<file path="config.mk">
export PLATFORM = sky130hd
export DESIGN_NAME = prog_run_ctrl
export DESIGN_NICKNAME = d
export VERILOG_FILES = /design/src/rtl/prog_run_ctrl.sv
export SDC_FILE = /design/constraint.sdc
export NUM_CORES = 1
export LEC_CHECK = 0
export CAP_MARGIN = 30
export CORE_ASPECT_RATIO = 0.7
export CORE_MARGIN = 1.5
export CORE_UTILIZATION = 35
export DETAILED_ROUTE_END_ITERATION = 8
export PLACE_DENSITY_LB_ADDON = 0.15
export SLEW_MARGIN = 20
export SYNTH_ARGS = -nofsm -noshare
export SYNTH_HDL_FRONTEND = slang
export SYNTH_SLANG_ARGS = --single-unit
</file>
<file path="constraint.sdc">
create_clock -name i_clk -period 2 [get_ports i_clk]
set_input_delay 0.4 -clock i_clk [delete_from_list [all_inputs] [get_ports i_clk]]
set_output_delay 0.4 -clock i_clk [all_outputs]
set_load 0.005 [all_outputs]
</file>
<file path="src/rtl/prog_run_ctrl.sv">
// Program-load and run controller: streams words into IMEM with the core held in reset, then
// runs the core and counts cycles until timeout or halt. Optional halt detection: HALT_DETECT_EN.
module prog_run_ctrl #(
   parameter int unsigned              ADDR_WIDTH = 32,
   parameter int unsigned              DEPTH      = 64,
   parameter logic [ADDR_WIDTH-1:0]    BASE_ADDR  = '0,
   parameter int unsigned              MAX_CYCLES = 1024,
   parameter int unsigned              CNT_WIDTH  = 16,
   localparam int unsigned             WL_WIDTH   = $clog2(DEPTH + 1)
) (
   input  logic                  i_clk,
   input  logic                  i_reset,
   input  logic                  i_start,
   input  logic                  i_abort,
   input  logic                  i_ld_valid,
   input  logic [31:0]           i_ld_data,
   input  logic                  i_ld_last,
   output logic                  o_ld_ready,
   output logic                  o_imem_we,
   output logic [ADDR_WIDTH-1:0] o_imem_addr,
   output logic [31:0]           o_imem_wdata,
   output logic                  o_core_reset,
   input  logic [ADDR_WIDTH-1:0] i_core_pc,
   output logic                  o_busy,
   output logic                  o_done,
   output logic                  o_timeout,
   output logic                  o_halted,
   output logic                  o_load_err,
   output logic [CNT_WIDTH-1:0]  o_cycle_count,
   output logic [WL_WIDTH-1:0]   o_words_loaded
);

   typedef enum logic [1:0] {StIdle, StLoad, StRun, StDone} state_e;

   state_e                r_state;
   logic                  r_we;
   logic [ADDR_WIDTH-1:0] r_addr;
   logic [31:0]           r_wdata;
   logic                  r_timeout;
   logic                  r_halted;
   logic                  r_load_err;
   logic [CNT_WIDTH-1:0]  r_cnt;
   logic [WL_WIDTH-1:0]   r_wl;

   logic                  w_ld_ready;
   logic                  w_hs;
   logic                  w_last_slot;
   logic                  w_cnt_max;
   logic                  w_halt;
   logic [ADDR_WIDTH-1:0] w_wr_addr;

   assign w_ld_ready  = (r_state == StLoad) && (r_wl < WL_WIDTH'(DEPTH));
   assign w_hs        = i_ld_valid & w_ld_ready;
   assign w_last_slot = (r_wl == WL_WIDTH'(DEPTH - 1));
   assign w_wr_addr   = BASE_ADDR + (ADDR_WIDTH'(r_wl) << 2);
   assign w_cnt_max   = (r_cnt == CNT_WIDTH'(MAX_CYCLES - 1));

`ifdef HALT_DETECT_EN
   logic [ADDR_WIDTH-1:0] r_pc;
   logic                  r_pc_vld;

   // A PC that repeats on consecutive run cycles means the core sits in a self-loop.
   always_ff @(posedge i_clk) begin
      if (i_reset) begin
         r_pc     <= '0;
         r_pc_vld <= 1'b0;
      end else if (r_state == StRun) begin
         r_pc     <= i_core_pc;
         r_pc_vld <= 1'b1;
      end else begin
         r_pc_vld <= 1'b0;
      end
   end

   assign w_halt = (r_state == StRun) && r_pc_vld && (i_core_pc == r_pc);
`else
   logic w_unused_pc;
   assign w_unused_pc = ^i_core_pc;
   assign w_halt      = 1'b0;
`endif

   always_ff @(posedge i_clk) begin
      if (i_reset) begin
         r_state    <= StIdle;
         r_we       <= 1'b0;
         r_addr     <= BASE_ADDR;
         r_wdata    <= '0;
         r_timeout  <= 1'b0;
         r_halted   <= 1'b0;
         r_load_err <= 1'b0;
         r_cnt      <= '0;
         r_wl       <= '0;
      end else if (i_abort) begin
         // Counters and status are kept so the aborted run can still be inspected.
         r_state <= StIdle;
         r_we    <= 1'b0;
      end else begin
         r_we <= 1'b0;
         unique case (r_state)
            StIdle, StDone: begin
               if (i_start) begin
                  r_state    <= StLoad;
                  r_cnt      <= '0;
                  r_wl       <= '0;
                  r_timeout  <= 1'b0;
                  r_halted   <= 1'b0;
                  r_load_err <= 1'b0;
               end
            end
            StLoad: begin
               if (w_hs) begin
                  r_we    <= 1'b1;
                  r_addr  <= w_wr_addr;
                  r_wdata <= i_ld_data;
                  r_wl    <= r_wl + WL_WIDTH'(1);
                  if (i_ld_last) begin
                     r_state <= StRun;
                  end else if (w_last_slot) begin
                     r_state    <= StDone;
                     r_load_err <= 1'b1;
                  end
               end
            end
            StRun: begin
               r_cnt <= r_cnt + CNT_WIDTH'(1);
               if (w_halt) r_halted <= 1'b1;
               if (w_cnt_max) r_timeout <= 1'b1;
               if (w_halt || w_cnt_max) r_state <= StDone;
            end
            default: r_state <= StIdle;
         endcase
      end
   end

   assign o_ld_ready     = w_ld_ready;
   assign o_imem_we      = r_we;
   assign o_imem_addr    = r_addr;
   assign o_imem_wdata   = r_wdata;
   assign o_core_reset   = (r_state != StRun);
   assign o_busy         = (r_state == StLoad) || (r_state == StRun);
   assign o_done         = (r_state == StDone);
   assign o_timeout      = r_timeout;
   assign o_halted       = r_halted;
   assign o_load_err     = r_load_err;
   assign o_cycle_count  = r_cnt;
   assign o_words_loaded = r_wl;

endmodule
</file>
### Word-level counts from Yosys, hierarchy flattened

Index checks and enable logic that the tools add are counted.
Widths: inputs -> output; s select.

* order comparisons: 1
* equality and inequality tests: 12
* add/sub/neg operators: 2
* reduce and logical (&&, ||, !) cells: 14
* bitwise operators: 3
* muxes and demuxes: 19

Operators with widths (count)
* $pmux 16 s2: 1
* $add 16x1->16 const B: 1
* $eq 16x10->1 const B: 1
* $mux 16: 1
* $mux 7: 2
* $pmux 7 s2: 1
* $ne 2x2->1 const B: 6
* $reduce_and 4->1: 3
* $mux 2: 5
* $add 7x1->7 const B: 1
* $eq 7x6->1 const B: 1
* $lt 7x7->1 const B: 1
* $mux 1: 6
* $pmux 2 s3: 1
* $reduce_and 3->1: 2
* $reduce_and 6->1: 1
* $eq 2x2->1 const B: 2
* $pmux 1 s2: 2
* $reduce_bool 2->1: 2
* $reduce_or 2->1: 2
* $ne 3x3->1 const B: 1
* $reduce_or 3->1: 1
* $eq 2x1->1 const B: 1
* $logic_not 2->1: 1
* 4 further kinds: 5

* output and inout bits: 95
* logic and storage cells: 59
* bits of input ports: 70
* register bits: 67

### Depth between registers and ports, before layout

* word-level depth: 5
* mapped depth: 8

### Worst setup path before layout

Ideal clock, no wire load.

* path kind: flip-flop to flip-flop
* start: register r_state[0]
* end: register r_cnt[15], in the netlist o_cycle_count[15]
* required time: 1929 ps
* path slack: -182 ps
* period minus slack after synthesis: 2182 ps
* cell stages (with the launch flop): 8
* data arrival time: 2112 ps
* library setup time: 71 ps
* cell sequence: dfxtp_1 > inv_1 > ha_1 > nor2b_4 > or4_4 > buf_6 > or4_1 > a21oi_1

* longest elaborated chain between the ends: 4
* elaborated cells between the ends (all ways): 8
* those cells by class: eq/ne (3); mux (1); reduce/logical (4)

RTL lines
* start: declaration: RTL line 35 `state_e r_state;`
* start signal: assignment: RTL line 84 `r_state <= StIdle;`
* start signal: assignment: RTL line 95 `r_state <= StIdle;`
* start signal: assignment: RTL line 102 `r_state <= StLoad;`
* $eq 2x2->1 / $logic_not 2->1 (equally long branches): RTL line 99 `unique case (r_state)`
* $reduce_or 2->1: RTL line 99
* $ne 2x2->1 (no source line) / $reduce_bool 2->1 (equally long branches)
* $reduce_and 3->1 (no source line)
* end signal: assignment: RTL line 125 `r_cnt <= r_cnt + CNT_WIDTH'(1);`
* end: declaration: RTL line 42 `logic [CNT_WIDTH-1:0] r_cnt;`

Parallel ways exist; a longest one is shown, timed or not.
A chain may end at the register's enable or synchronous reset.

### Worst setup path in the final report

* start: register r_state[1]
* end: register r_cnt[11], in the netlist o_cycle_count[11]

Same word-level chain as after synthesis.

==> flow_summary_export.csv <==
group,metric,value,unit
min_path,whs_endpoint,"r_state[0]",
global_route,grt_pass1_vias,2637,
yosys,synth_top_family_by_area,"simple AND/OR/NAND/NOR gates",
yosys,synth_area_per_cell,8.27,um2
sta,min_period,1.95,ns
critical_path,crit_required,2.25,ns
yosys,synth-async-reset-ratio,0,
yosys,synth_mux_area_frac,0.00667,
sta,max_freq,513,MHz
critical_path,worstSetupPathType,"flip-flop to flip-flop",
placed_design,routabilityCongestion,0.812,
detailed_routing,vias,2875,
layout,nNetsFinal,573,
critical_path,cpMaxStageDelayCell,"or4_4",
critical_path,r2r_start,"r_state[1]",
min_path,hp-start,"i_reset",
die,start_util,0.358,
run_status,status,"complete, no violations",
sta,fin_crit_sh,0.975,
pwr,powerDensity,719,mW/mm2
sta,slew_violations,0,
yosys,synth_compound_gate_area_share,0.171,
sta,hold_ws,0.399,ns
critical_path,cpPeakStageDelay,0.58,ns
yosys,synth-adder-area-share,0.0250,
cts,postCtsHoldBufs,0,
detailed_routing,vias_per_cell,4.75,
critical_path,reg2reg_slack,0.05,ns
critical_path,path_buf_inv,1,
global_route,grt_pass1_wl,12900,um
yosys,synth_largest_area_cell,"dfxtp_1",
die,die-area,0.00915,mm2
layout,syn_to_final_growth,57.4,%
die,die_x,114,um
global_route,grt_max_degree,42,
placed_design,post-dp-hpwl,5630,um
cts,h-tree-depth,3,
critical_path,reg2reg_depth,5,
cts,cts_tree,"done",
detailed_routing,ant_nets,0,
yosys,synthCells,363,
cts,cts_setup_buffers,0,
yosys,synth.distinct_cells,48,
yosys,ys.warnings.count,0,
detailed_routing,wl_per_cell,13.1,um
layout,drive_gt1_frac,0.150,
yosys,synth_seq_area_share,0.447,
yosys,yosys.area_share.xor_xnor,0.0117,
layout,diodes,0,
pwr,leakage,1.70,nW
sta,hold_viol,0,
die,io_pins,165,
cts,cts-root-buf,"clkbuf_16",
critical_path,r2r-end,"o_cycle_count[11]",
critical_path,worstSetupStartpointType,"flip-flop",
detailed_routing,drcViolationCount,0,
cts,cts_made_buffers,9,
critical_path,cp.arrival,2.20,ns
global_route,antenna_found_initial,0,
sta,tns,0,ns
die,row_count,28,
sta,rsz0062_at_grt,"yes",
pwr,ir_drop,459,uV
critical_path,cp_max_fo,10,
global_route,grtUsageTotal,0.180,
cts,path_clk_slew,0.05,ns
global_route,overflow,0,
critical_path,cp_top_family,"simple AND/OR/NAND/NOR gates",
detailed_routing,finalWirelength,7900,um
yosys,synthTopCellsByArea,"dfxtp_1 45%, nand2_1 10%, a21oi_1 9.5%",
cts,cts_sinks,67,
layout,layout_common_cells,"103 x clkdlybuf4s50_1, 83 x nand2_1, 65 x dfxtp_1",
layout,final_util,0.564,
yosys,synth_top_area_frac,0.447,
min_path,hold_path.class,"input port to flip-flop",
sta,final.setup_skew,0.00400,ns
critical_path,cp_cell_sequence,"inv_2 -> ha_1 -> or4_4 -> or4_1 -> a21oi_1",
critical_path,end_kind,"flip-flop",
yosys,synth-edff-count,0,
yosys,synth-simple-area-share,0.231,
layout,final_common_cell,"clkdlybuf4s50_1",
die,die_h,80.5,um
cts,clock_path_buffers,2,
yosys,netlist_area,0.00300,mm2
min_path,hold_depth,2,
yosys,ys_seq_elements,67,
die,coreArea,0.00837,mm2
run,drv_cap,0,
detailed_routing,firstDrtPassIters,4,
cts,clock_latency,0.32,ns
yosys,synth_ff_type,"dfxtp_1",
detailed_routing,drtIter0Drc,141,
sta,finalSetupViolCount,0,
placed_design,port_buffers,106,
-- layer usage --
metal	track usage	routed length [um]	vias up	part of all wire
met2	0.264	3480	75	0.44
met1	0.243	3800	1324	0.48
met3	0.0717	586	5	0.074
met5	0	0	-	0
met4	0.0563	44	0	0.0056
li1	-	-	1471	-
-- flip-flops by register name, indices dropped and copies added, names as in the netlist --
| signal | cells |
|---|---|
| o_imem_addr | 7 |
| r_state | 2 |
| o_load_err | 1 |
| o_imem_we | 1 |
| o_imem_wdata | 32 |
| o_words_loaded | 7 |
| o_timeout | 1 |
| o_cycle_count | 16 |
-- stage by stage --
stage	cell area, um2	setup slack, ns	instances	total power, W
detailed placement	4360	-0.329	591	0.00174
floorplan	3110	0.0140	388	0.00157
CTS	4700	-0.0269	605	0.00345
global placement	4360	-0.313	591	0.00174
finish	4720	0.0508	605	0.00339
global route	4720	-0.00913	605	0.00354
-- synth_stat cells, drive strengths merged (2+ instances only) --
cell / number
inv: 11
o31ai: 8
dfxtp: 67
ha: 6
nand4: 5
nor2: 9
xnor2: 3
or3: 7
nor3: 3
nor4: 2
nand3: 9
o21ai: 8
nand2b: 2
a2111oi: 2
a21oi: 57
clkbuf: 16
or4: 11
nor2b: 2
o41ai: 2
mux2i: 2
nand2: 83
buf: 30
-- cell type report --
class                   instances  area, um2
clock inverters                 2       60.1
multi-input cells             264       1490
inverters                      11       41.3
clock buffers                  12        256
flip-flops and latches         67       1350
repair buffers                144       1390
well taps                     105        131
fillers                       792       3650
-- power by group --
| part | switching, W | internal, W |
|---|---|---|
| sequential | 0.0000125 | 0.00135 |
| combinational | 0.000156 | 0.000196 |
| clock | 0.000530 | 0.00114 |
| total | 0.000698 | 0.00269 |
-- how the worst max path moves through the flow --
stage / slack (ns) / start / cells past startpoint / to
2_1_floorplan: 0.01 / r_state[0] / 7 / o_cycle_count[15]
3_3_place_gp: -0.31 / i_start / 5 / o_cycle_count[11]
3_5_place_dp: -0.33 / i_start / 5 / o_cycle_count[14]
4_1_cts: -0.03 / r_state[1] / 4 / o_ld_ready
5_1_grt: -0.009 / r_state[0] / 6 / o_cycle_count[13]
6_report: 0.05 / r_state[1] / 5 / o_cycle_count[11]
-- worst reg2reg max path: cells and delay by family, from the launching register on --
kind / cells / cell delay [ns]
AND/OR/NAND/NOR: 2 / 1.07
flip-flops: 1 / 0.38
adder cells (fa/ha/maj): 1 / 0.21
AO/OA/AOI/OAI: 1 / 0.15
buffers and inverters: 1 / 0.07
-- what timing repair did --
action                     in CTS  in global routing
pin swaps                       3                  2
resized for setup               9                  7
setup endpoints to repair      34                 10
-- logic make-up after synthesis --
kind of cell             count (synthesis)
AO/OA/AOI/OAI                           85
XOR/XNOR                                 4
adder cells (fa/ha/maj)                  6
buffers and inverters                   57
flip-flops                              67
multiplexers                             2
other                                    1
AND/OR/NAND/NOR                        141
No activity file was read; power rests on OpenSTA's default activity.
